[src/rtl/ram_pkg.sv]
// rtl/ram_pkg.sv - shared types and constants for the 128x16 RAM bank controller
package ram_pkg;

  localparam int WORD_W  = 16;
  localparam int CHIP_AW = 4;
  localparam int ROWS    = 8;
  localparam int ADDR_W  = CHIP_AW + $clog2(ROWS);

  typedef enum logic [1:0] {
    IDLE,
    SETUP,
    STROBE,
    HOLD
  } state_e;

  typedef struct packed {
    logic              we;
    logic [ADDR_W-1:0] addr;
    logic [WORD_W-1:0] wdata;
  } req_t;

endpackage

[src/rtl/rr_arb2.sv]
// rtl/rr_arb2.sv - two-way round-robin arbiter; a tie goes to the requester not granted last
module rr_arb2 (
  input  logic clk,
  input  logic rst,
  input  logic valid0,
  input  logic valid1,
  input  logic update,
  output logic grant,
  output logic grant_valid
);

  logic last_grant_q;
  logic last_grant_d;

  always_comb begin
    grant_valid = valid0 | valid1;
    if (valid0 && valid1) begin
      grant = ~last_grant_q;
    end else begin
      grant = valid1;
    end
    last_grant_d = update ? grant : last_grant_q;
  end

  // Reset to 1 so requester 0 wins the first tie.
  always_ff @(posedge clk) begin
    if (rst) begin
      last_grant_q <= 1'b1;
    end else begin
      last_grant_q <= last_grant_d;
    end
  end

endmodule

[src/rtl/ram128x16_ctrl.sv]
// rtl/ram128x16_ctrl.sv - arbitrated setup/strobe/hold sequencer for the ram16x4 chip array
module ram128x16_ctrl
  import ram_pkg::*;
#(
  parameter int STROBE_CYCLES = 2,
  parameter int ROWS          = ram_pkg::ROWS
) (
  input  logic              clk,
  input  logic              rst,
  input  logic              req0_valid,
  output logic              req0_ready,
  input  logic              req0_we,
  input  logic [ADDR_W-1:0] req0_addr,
  input  logic [WORD_W-1:0] req0_wdata,
  input  logic              req1_valid,
  output logic              req1_ready,
  input  logic              req1_we,
  input  logic [ADDR_W-1:0] req1_addr,
  input  logic [WORD_W-1:0] req1_wdata,
  output logic              rsp_valid,
  output logic              rsp_id,
  output logic [WORD_W-1:0] rsp_rdata,
  output logic [CHIP_AW-1:0] mem_adrs,
  output logic [ROWS-1:0]   mem_ce_n,
  output logic              mem_we_n,
  output logic              mem_oe_n,
  output logic [WORD_W-1:0] mem_wdata,
  output logic              mem_wdata_en,
  input  logic [WORD_W-1:0] mem_rdata,
  output logic              busy
);

  localparam int CNT_W = 4;

  state_e            state_q, state_d;
  logic [CNT_W-1:0]  cnt_q, cnt_d;
  req_t              req_q, req_d;
  logic              owner_q, owner_d;
  logic [WORD_W-1:0] rdata_q, rdata_d;

  logic grant;
  logic grant_valid;
  logic accept;

  assign accept = (state_q == IDLE) && grant_valid;

  rr_arb2 u_arb (
    .clk         (clk),
    .rst         (rst),
    .valid0      (req0_valid),
    .valid1      (req1_valid),
    .update      (accept),
    .grant       (grant),
    .grant_valid (grant_valid)
  );

  assign req0_ready = accept && !grant;
  assign req1_ready = accept && grant;

  always_ff @(posedge clk) begin
    if (rst) begin
      state_q <= IDLE;
      cnt_q   <= '0;
      req_q   <= '0;
      owner_q <= 1'b0;
      rdata_q <= '0;
    end else begin
      state_q <= state_d;
      cnt_q   <= cnt_d;
      req_q   <= req_d;
      owner_q <= owner_d;
      rdata_q <= rdata_d;
    end
  end

  always_comb begin
    state_d = state_q;
    case (state_q)
      IDLE:    if (accept) state_d = SETUP;
      SETUP:   state_d = STROBE;
      STROBE:  if (cnt_q == '0) state_d = HOLD;
      HOLD:    state_d = IDLE;
      default: state_d = IDLE;
    endcase
  end

  always_comb begin
    req_d   = req_q;
    owner_d = owner_q;
    cnt_d   = cnt_q;
    rdata_d = rdata_q;
    if (accept) begin
      owner_d = grant;
      req_d   = grant ? '{we: req1_we, addr: req1_addr, wdata: req1_wdata}
                      : '{we: req0_we, addr: req0_addr, wdata: req0_wdata};
    end
    // Counter is loaded in SETUP so it reaches zero on the final strobe cycle.
    if (state_q == SETUP) begin
      cnt_d = CNT_W'(STROBE_CYCLES - 1);
    end
    if (state_q == STROBE) begin
      if (cnt_q != '0) begin
        cnt_d = cnt_q - 1'b1;
      end else if (!req_q.we) begin
        rdata_d = mem_rdata;
      end
    end
  end

  always_comb begin
    mem_adrs     = '0;
    mem_ce_n     = '1;
    mem_we_n     = 1'b1;
    mem_oe_n     = 1'b1;
    mem_wdata    = '0;
    mem_wdata_en = 1'b0;
    rsp_valid    = 1'b0;
    rsp_id       = 1'b0;
    rsp_rdata    = rdata_q;
    busy         = (state_q != IDLE);
    if (state_q != IDLE) begin
      mem_adrs = req_q.addr[CHIP_AW-1:0];
      mem_ce_n[req_q.addr[ADDR_W-1:CHIP_AW]] = 1'b0;
      if (req_q.we) begin
        mem_wdata_en = 1'b1;
        mem_wdata    = req_q.wdata;
      end
    end
    if (state_q == STROBE) begin
      if (req_q.we) begin
        mem_we_n = 1'b0;
      end else begin
        mem_oe_n = 1'b0;
      end
    end
    if (state_q == HOLD && !req_q.we) begin
      rsp_valid = 1'b1;
      rsp_id    = owner_q;
    end
  end

endmodule
[config.mk]
export PLATFORM = sky130hd
export DESIGN_NAME = ram128x16_ctrl
export DESIGN_NICKNAME = d
export VERILOG_FILES = /design/src/rtl/ram_pkg.sv /design/src/rtl/rr_arb2.sv /design/src/rtl/ram128x16_ctrl.sv
export SDC_FILE = /design/constraint.sdc
export NUM_CORES = 1
export LEC_CHECK = 0
export BUFFER_PORTS_ARGS = -buffer_cell sky130_fd_sc_hd__buf_4
export CAP_MARGIN = 40
export CORE_MARGIN = 2
export CORE_UTILIZATION = 35
export DETAILED_ROUTE_END_ITERATION = 8
export PLACE_DENSITY = 0.75
export RECOVER_POWER = 100
export SKIP_LAST_GASP = 1
export SYNTH_ARGS = -nofsm -noshare
export SYNTH_HDL_FRONTEND = slang
export SYNTH_SLANG_ARGS = --single-unit
export TNS_END_PERCENT = 10
[constraint.sdc]
create_clock -name clk -period 2 [get_ports clk]
set_input_delay 0.1 -clock clk [delete_from_list [all_inputs] [get_ports clk]]
set_output_delay 0.1 -clock clk [all_outputs]
set_load 0.005 [all_outputs]
# == Word-level counts from Yosys, hierarchy flattened ==
# Index checks and enable logic that the tools add are counted.
# word_totals
input_bits,68
ff_bits,48
output_inout_bits,52
word_cells,56
# classes
n_lt_le_gt_ge,2
addsub,1
n_bitwise,5
n_reduce_logical,14
n_eq_ne,5
muxes,21
# ops
op,count
$mux W16,2
$mux W24,1
$mux W4,4
$mux W1,9
$mux W8,1
$not A8 Y8,1
$pmux W2 S4,1
$logic_and A1 B1 Y1,6
$eq A2 B2 Y1 const B,2
$logic_not A4 Y1,1
$lt A3 B4 Y1 const B,1
$mux W2,2
$ne A2 B2 Y1 const B,2
$reduce_bool A4 Y1,1
$sub A4 B1 Y4 const B,1
$demux W1 S3,1
$ge A3 B1 Y1 const B,1
$not A1 Y1,3
$reduce_and A3 Y1,1
$eq A2 B1 Y1 const B,1
$logic_not A1 Y1,2
$logic_not A2 Y1,1
$reduce_and A2 Y1,1
$reduce_bool A2 Y1,1
$or A1 B1 Y1,1

# == Logic depth before layout (Yosys ltp) ==
# Gate-level depths: netlist of the first run.
# depth
ltp_word,6
ltp_mapped,8
ltp_nobuf,6

# == By module ==
# From an unflattened synthesis of the first run, not the netlist that was laid out.
# hier_totals
cells_unflattened,270
hier_area_um2,2379.8
# modules_own_cells
mod,area_per_inst_um2,n_inst,seq_area_each_um2,cells_per_inst
ram128x16_ctrl,2331.0,1,940.9,265
rr_arb2,48.8,1,20.0,5

# == Worst setup path before layout of the first run ==
# No wires, ideal clock.
# synth_timing
path_kind,register to register
startpoint,reg cnt_q[0]
endpoint,reg cnt_q[1]
stages_incl_launch_ff,7
required_ns,1.930
t_arrival_ns,1.452
n_path_buf,1
slack_ns,0.478
setup_ns,0.070
period_less_slack_ns,1.522
cell_sequence,dfxtp_1 > inv_1 > ha_1 > or3b_4 > buf_6 > a211o_1 > a21oi_1
# synth_between
elab_chain_cells,3
elab_cells_between_ends,4
cone_classes,add/sub: 1; mux: 2; reduce/logical: 1
# synth_rtl
item,line,rtl
start: declaration,ram128x16_ctrl.sv:36,"logic [CNT_W-1:0] cnt_q, cnt_d;"
start signal: assignment,ram128x16_ctrl.sv:69,cnt_q <= cnt_d;
$sub A4 B1 Y4 or $reduce_bool A4 Y1 (tied branches),"ram128x16_ctrl.sv:103, ram128x16_ctrl.sv:102",
$mux W4 *,ram128x16_ctrl.sv:102,if (cnt_q != '0) begin
$mux W4 *,ram128x16_ctrl.sv:101,if (state_q == STROBE) begin
# Mark *: on every way between the ends. The rest lies on a longest branch, timed or not.
# A chain may end at the register's enable or synchronous reset.

# == Worst setup path in the final report of the first run ==
# layout_timing
startpoint,reg state_q[0]
endpoint,out mem_oe_n
# layout_between
elab_chain_cells,2
# layout_rtl
item,line,rtl
start: declaration,ram128x16_ctrl.sv:35,"state_e state_q, state_d;"
start signal: assignment,ram128x16_ctrl.sv:68,state_q <= state_d;
$eq A2 B2 Y1,ram128x16_ctrl.sv:129,if (state_q == STROBE) begin
$mux W1,ram128x16_ctrl.sv:129,
end: declaration,ram128x16_ctrl.sv:26,"output logic mem_oe_n,"
# No other way between the ends.

==> results.toml, run 1 <==
[power]
p_clk_frac = 0.202
seq_power_share = 0.373
power.total_mw = 3.605
swShare = 0.3763
power_frac_comb = 0.426
peakVddDrop_mv = 0.4853
intPower_mw = 2.249
p_switching_mw = 1.357
p_leak_nw = 1.399
powerDensity_mw_per_mm2 = 1083

[min_path]
hold_class = "input pin to flip-flop"

[cells_and_area]
multi_input_area_mm2 = 0.001181
final_common_cell = "buf_4"
syn2layout_area_growth_pct = 46.21
mostFrequentLayoutCells = "buf_4 (110), dfxtp_1 (48), a32oi_1 (24), o2bb2ai_1 (24), a21oi_1 (19)"
seqCellArea_um2 = 960.9
final_area_mm2 = 0.003329
final_nets = 436
drive_gt1_frac = 0.3874
diodes = 0
n_fill_cell = 608
utilization = 0.5273

[detailed_routing]
post_drt_wl_per_cell_um = 14.52
detail-route-antenna-nets = 0
first_iter_violations = 70
vias_per_cell = 5.281
routed-via-count = 2329
route.detailed.drc = 0
drt_wl_total_mm = 6.403
dr.pass1.iters = 4

[cts]
clk_latency_ps = 310
postCtsHoldBufs = 0
tritoncts = "done"
cts-root-buf = "clkbuf_8"
cts_max_level = 2
post_cts.repair.setup_buffers = 0
cts_resized = 0
cts_buffers = 5
cts_sinks = 48
cts_buffer_depth = 2
path_clk_slew_ps = 90

[synthesis]
synth.area.top_cells = "dfxtp_1 (42%), a32oi_1 (9.2%), o2bb2ai_1 (9.2%)"
yosys.area.top_type_share = 0.4220
synth_seq_area_share = 0.4220
synth_cell_types = 35
yosys_register_bits = 48
yosys.area.top_type = "dfxtp_1"
synthCells = 253
syn-num-nets = 326
avgSynthCellArea_um2 = 9.001
yosysWarningCount = 0
syn_area_mm2 = 0.002277

[global_route]
antenna_found_initial = 0
grt_max_degree = 28
grt_overflow = 0
grt_pass1_vias = 2223
grt_use_total = 0.1765
grt_pass1_wl_mm = 10.47

[timing]
period_minus_slack_ps = 1982
setup_violations = 0
tightest_slew_ps = 443.5
rsz0062_at_grt = "yes"
drv_slew = 0
finClkSkew_ps = 3.945
relSlewSlack = 0.7040
hold_viol = 0
fmax_ghz = 0.5046
timing.setup.tns_ps = 0
min_period_over_period = 0.9909
hold_ws_ps = 45.60

[worst_setup_path]
arrival_ps = 1880
startpoint = "state_q[0]"
crit_fanout = 17
cp-endpoint = "mem_oe_n"
r2r_slack_ps = 180
cp-end-kind = "output pin"
start_kind = "flip-flop"
timing.rr.end = "rsp_rdata[14]"
cp_data_required_time_ps = 1900
r2r-start = "state_q[0]"
r2r_cells = 6
worstSetupPathType = "flip-flop to output pin"

[placement]
gp_congestion = 0.7256
hpwl_mm = 4.593
numPortBuffers = 119
placed_cell_area_mm2 = 0.003212

[floorplan]
die_w_um = 84.66
die_y_um = 84.66
die_area_mm2 = 0.007167
std_cell_rows = 29
fp.coreArea_mm2 = 0.006314
design.portCount = 120
initial_utilization = 0.3607

[run_status]
status = "completed"

[flow_run]
maxCapViolCount = 0
==> power by group through the flow <==
stage	logic (mW)	clock network [mW]	registers (mW)
after CTS	1.55	0.740	1.34
final	1.53	0.727	1.34
after global placement	1.50	0	1.35
after detailed placement	1.54	0	1.36
after global routing	1.70	0.794	1.38
after floorplan	0.990	0	1.33
==> stage by stage <==
stage	setup slack (ps)	std cells
floorplan	477.6	253
global placement	364.1	433
detailed placement	231.7	433
CTS	28.24	441
global route	-95.19	441
finish	18.26	441
==> cells by family (layout without fill, tap and decap cells) <==
kind of cell / count (synthesis) / in the layout / synth area share
buffers and inverters: 31 / 142 / 0.06044
flip-flops: 48 / 48 / 0.4220
AO/OA/AOI/OAI: 94 / 94 / 0.3022
adder cells (fa/ha/maj): 5 / 5 / 0.02747
AND/OR/NAND/NOR: 73 / 73 / 0.1791
multiplexers: 2 / 2 / 0.008792
==> worst min path at each step <==
stage                   endpoint          from  cells after the start
detailed placement  rsp_rdata[7]  mem_rdata[7]                      3
finish              rsp_rdata[0]  mem_rdata[0]                      3
global placement    rsp_rdata[7]  mem_rdata[7]                      3
global route        rsp_rdata[1]  mem_rdata[1]                      3
floorplan               cnt_q[0]           rst                      1
CTS                 rsp_rdata[8]  mem_rdata[8]                      3
==> flip-flops by register name, summed over array words and instances, names as in the netlist <==
name                flops
owner_q                 1
u_arb.last_grant_q      1
req_q                  24
cnt_q                   4
state_q                 2
rsp_rdata              16
==> synth_stat cells <==
master / n
a21oi_1: 19
nor3b_2: 1
a32oi_1: 24
dfxtp_1: 48
inv_1: 8
o2bb2ai_1: 24
ha_1: 5
nor2b_1: 11
nand2_1: 13
a211oi_1: 2
nor2_1: 4
a311oi_1: 1
clkbuf_1: 13
nand3b_1: 2
a22oi_1: 1
nor3_1: 1
mux2i_1: 2
buf_4: 2
a21oi_2: 1
and2b_1: 1
a21boi_2: 1
and2_1: 18
a211o_1: 1
and3b_1: 1
buf_2: 5
o221a_2: 1
buf_1: 2
or3b_4: 1
o211ai_1: 1
a2bb2oi_1: 1
nand3_1: 18
o21ai_0: 17
buf_6: 1
or2_2: 1
nand2b_1: 1
==> layer usage <==
layer,GRT usage,part of all wire,vias up
met3,0.06096,0.093,7
met1,0.2417,0.46,1059
met4,0.04473,0.012,0
met5,0,0,-
met2,0.2670,0.43,99
li1,-,-,1164
==> layout make-up <==
cell class | instances | share of cell area
Timing Repair Buffer | 126 | 0.2841
Sequential cell | 48 | 0.2886
Clock buffer | 5 | 0.02067
Clock inverter | 3 | 0.01390
Inverter | 8 | 0.009019
Multi-Input combinational cell | 174 | 0.3548
Tap cell | 77 | 0.02894
==> critical path: stages, from the launching register on <==
cell and delay [ps]:
dfxtp_1 410, inv_1 90, ha_1 340, nor2b_1 200
inv_1 340, buf_4 190
(Power assumes the default switching activity.)
==> inputs of run 2 (changes only) <==
- HOLD_SLACK_MARGIN: unset -> 0.08
- SETUP_SLACK_MARGIN: unset -> 0.02
- clock period: 2 -> 1.9 ns (I/O delays scaled with it)
==> results.toml, run 2 (synthesis results as in run 1) <==
[power]
powerDensity_mw_per_mm2 = 1092
seq_power_share = 0.358
power_frac_comb = 0.418
peakVddDrop_mv = 0.5580
swShare = 0.3635
p_leak_nw = 1.499
p_clk_frac = 0.224
p_switching_mw = 1.440
intPower_mw = 2.521

[timing]
setup_violations = 0
drv_slew = 0
finClkSkew_ps = 7.094
hold_viol = 0
relSlewSlack = 0.6523
tightest_slew_ps = 521.6
layout_setup_ws_ps = 124.7
min_period_over_period = 0.9344
rsz0062_at_grt = "yes"
period_minus_slack_ps = 1775
fmax_ghz = 0.5633

[floorplan]
initial_utilization = 0.3607
std_cell_rows = 29
die_y_um = 84.66
fp.coreArea_mm2 = 0.006314
die_w_um = 84.66
design.portCount = 120
die_area_mm2 = 0.007167

[min_path]
min_from = "req1_wdata[12]"
hold_depth = 3
min_to = "req_q[12]"
hold_class = "input pin to flip-flop"

[cts]
tritoncts = "done"
cts-root-buf = "clkbuf_8"
cts_max_level = 2
post_cts.repair.setup_buffers = 0
clk_latency_ps = 300
cts_buffers = 5
path_clk_slew_ps = 90
cts_sinks = 48
cts_buffer_depth = 2

[worst_setup_path]
r2r_slack_ps = 180
crit_fanout = 12
cp-end-kind = "output pin"
cp_data_required_time_ps = 1800
start_kind = "flip-flop"
r2r_cells = 5
worstSetupPathType = "flip-flop to output pin"
timing.rr.end = "state_q[0]"
arrival_ps = 1680
r2r-start = "cnt_q[0]"

[cells_and_area]
regMostFlops = "req_q"
drive_gt1_frac = 0.3468
mostFrequentLayoutCells = "buf_4 (90), dfxtp_1 (48), dlygate4sd3_1 (30)"
largest_register_ffs = 24
final_area_mm2 = 0.003626
final_common_cell = "buf_4"
syn2layout_area_growth_pct = 59.23
n_fill_cell = 564
diodes = 0
final_nets = 467

[detailed_routing]
met2_wirelength_mm = 3.183
detail-route-antenna-nets = 0
wl_met1_mm = 3.091
routed-via-count = 2465
met3_length_um = 495
maxUsedRoutingLayer = "met4"
drt_wl_total_mm = 6.826
vias_per_cell = 5.222
dr.pass1.iters = 4
first_iter_violations = 98
post_drt_wl_per_cell_um = 14.46
route.detailed.drc = 0

[run_status]
status = "completed"

[global_route]
grt_overflow = 0
antenna_found_initial = 0
grt_max_degree = 28
grt_use_total = 0.1869
grt_pass1_vias = 2363
grt_pass1_wl_mm = 11.05

[placement]
gp_congestion = 0.7641
hpwl_mm = 4.679
dp_slack_ps = 177.7
placed_cell_area_mm2 = 0.003232
numPortBuffers = 119

[flow_run]
maxCapViolCount = 0
-- run 2: what timing repair did --
item,CTS,global route
hold endpoints to repair,30,0
resized for setup,1,2
setup endpoints to repair,6,15
hold buffers,30,0
-- run 2: worst max-delay path: stages, from the launching register on --
cell and delay (ps):
dfxtp_1 390, inv_1 80, ha_2 270, buf_4 170
nor2b_1 220, nand3_1 100, clkbuf_4 150
-- run 2: power by group through the flow --
stage | Combinational [mW] | Sequential [mW] | Clock (mW)
after floorplan | 1.04 | 1.40 | 0
after global placement | 1.63 | 1.43 | 0
after detailed placement | 1.67 | 1.43 | 0
after CTS | 1.73 | 1.41 | 0.904
after global routing | 1.83 | 1.45 | 0.949
final | 1.66 | 1.42 | 0.886
-- run 2: layer usage --
layer / track usage / up-vias
li1: - / 1221
met1: 0.2358 / 1142
met2: 0.3185 / 97
met3: 0.05113 / 5
met4: 0.04329 / 0
met5: 0 / -
-- run 2: final cells by class --
class / count / area, um^2 / area share
clock buffer: 5 / 68.82 / 0.01898
clock inverter: 3 / 68.82 / 0.01898
inverter: 8 / 30.03 / 0.008282
multi-input combinational: 174 / 1180 / 0.3254
sequential: 48 / 960.9 / 0.2650
tap: 77 / 96.34 / 0.02657
timing repair buffer: 157 / 1221 / 0.3368
-- run 2: metrics by stage --
stage / std cells / hold slack [ps] / setup TNS [ps] / total power, mW / util
floorplan: 253 / 167.1 / 0 / 2.439 / -
global placement: 434 / 362.5 / 0 / 3.055 / 0.5119
detailed placement: 434 / 367.3 / 0 / 3.100 / 0.5119
CTS: 472 / 80.29 / -16.74 / 4.046 / 0.5816
global route: 472 / 81.10 / 0 / 4.229 / 0.5743
finish: 472 / 82.94 / 0 / 3.961 / 0.5743
-- run 2: worst max path at each step --
| stage | start | to | slack (ps) |
|---|---|---|---|
| final | state_q[0] | mem_ce_n[7] | 120 |
| after floorplan | cnt_q[0] | cnt_q[1] | 380 |
| after global routing | state_q[0] | mem_wdata[8] | 10 |
| after global placement | cnt_q[0] | state_q[0] | 260 |
| after detailed placement | state_q[0] | rsp_rdata[11] | 180 |
| after CTS | state_q[0] | mem_oe_n | -20 |
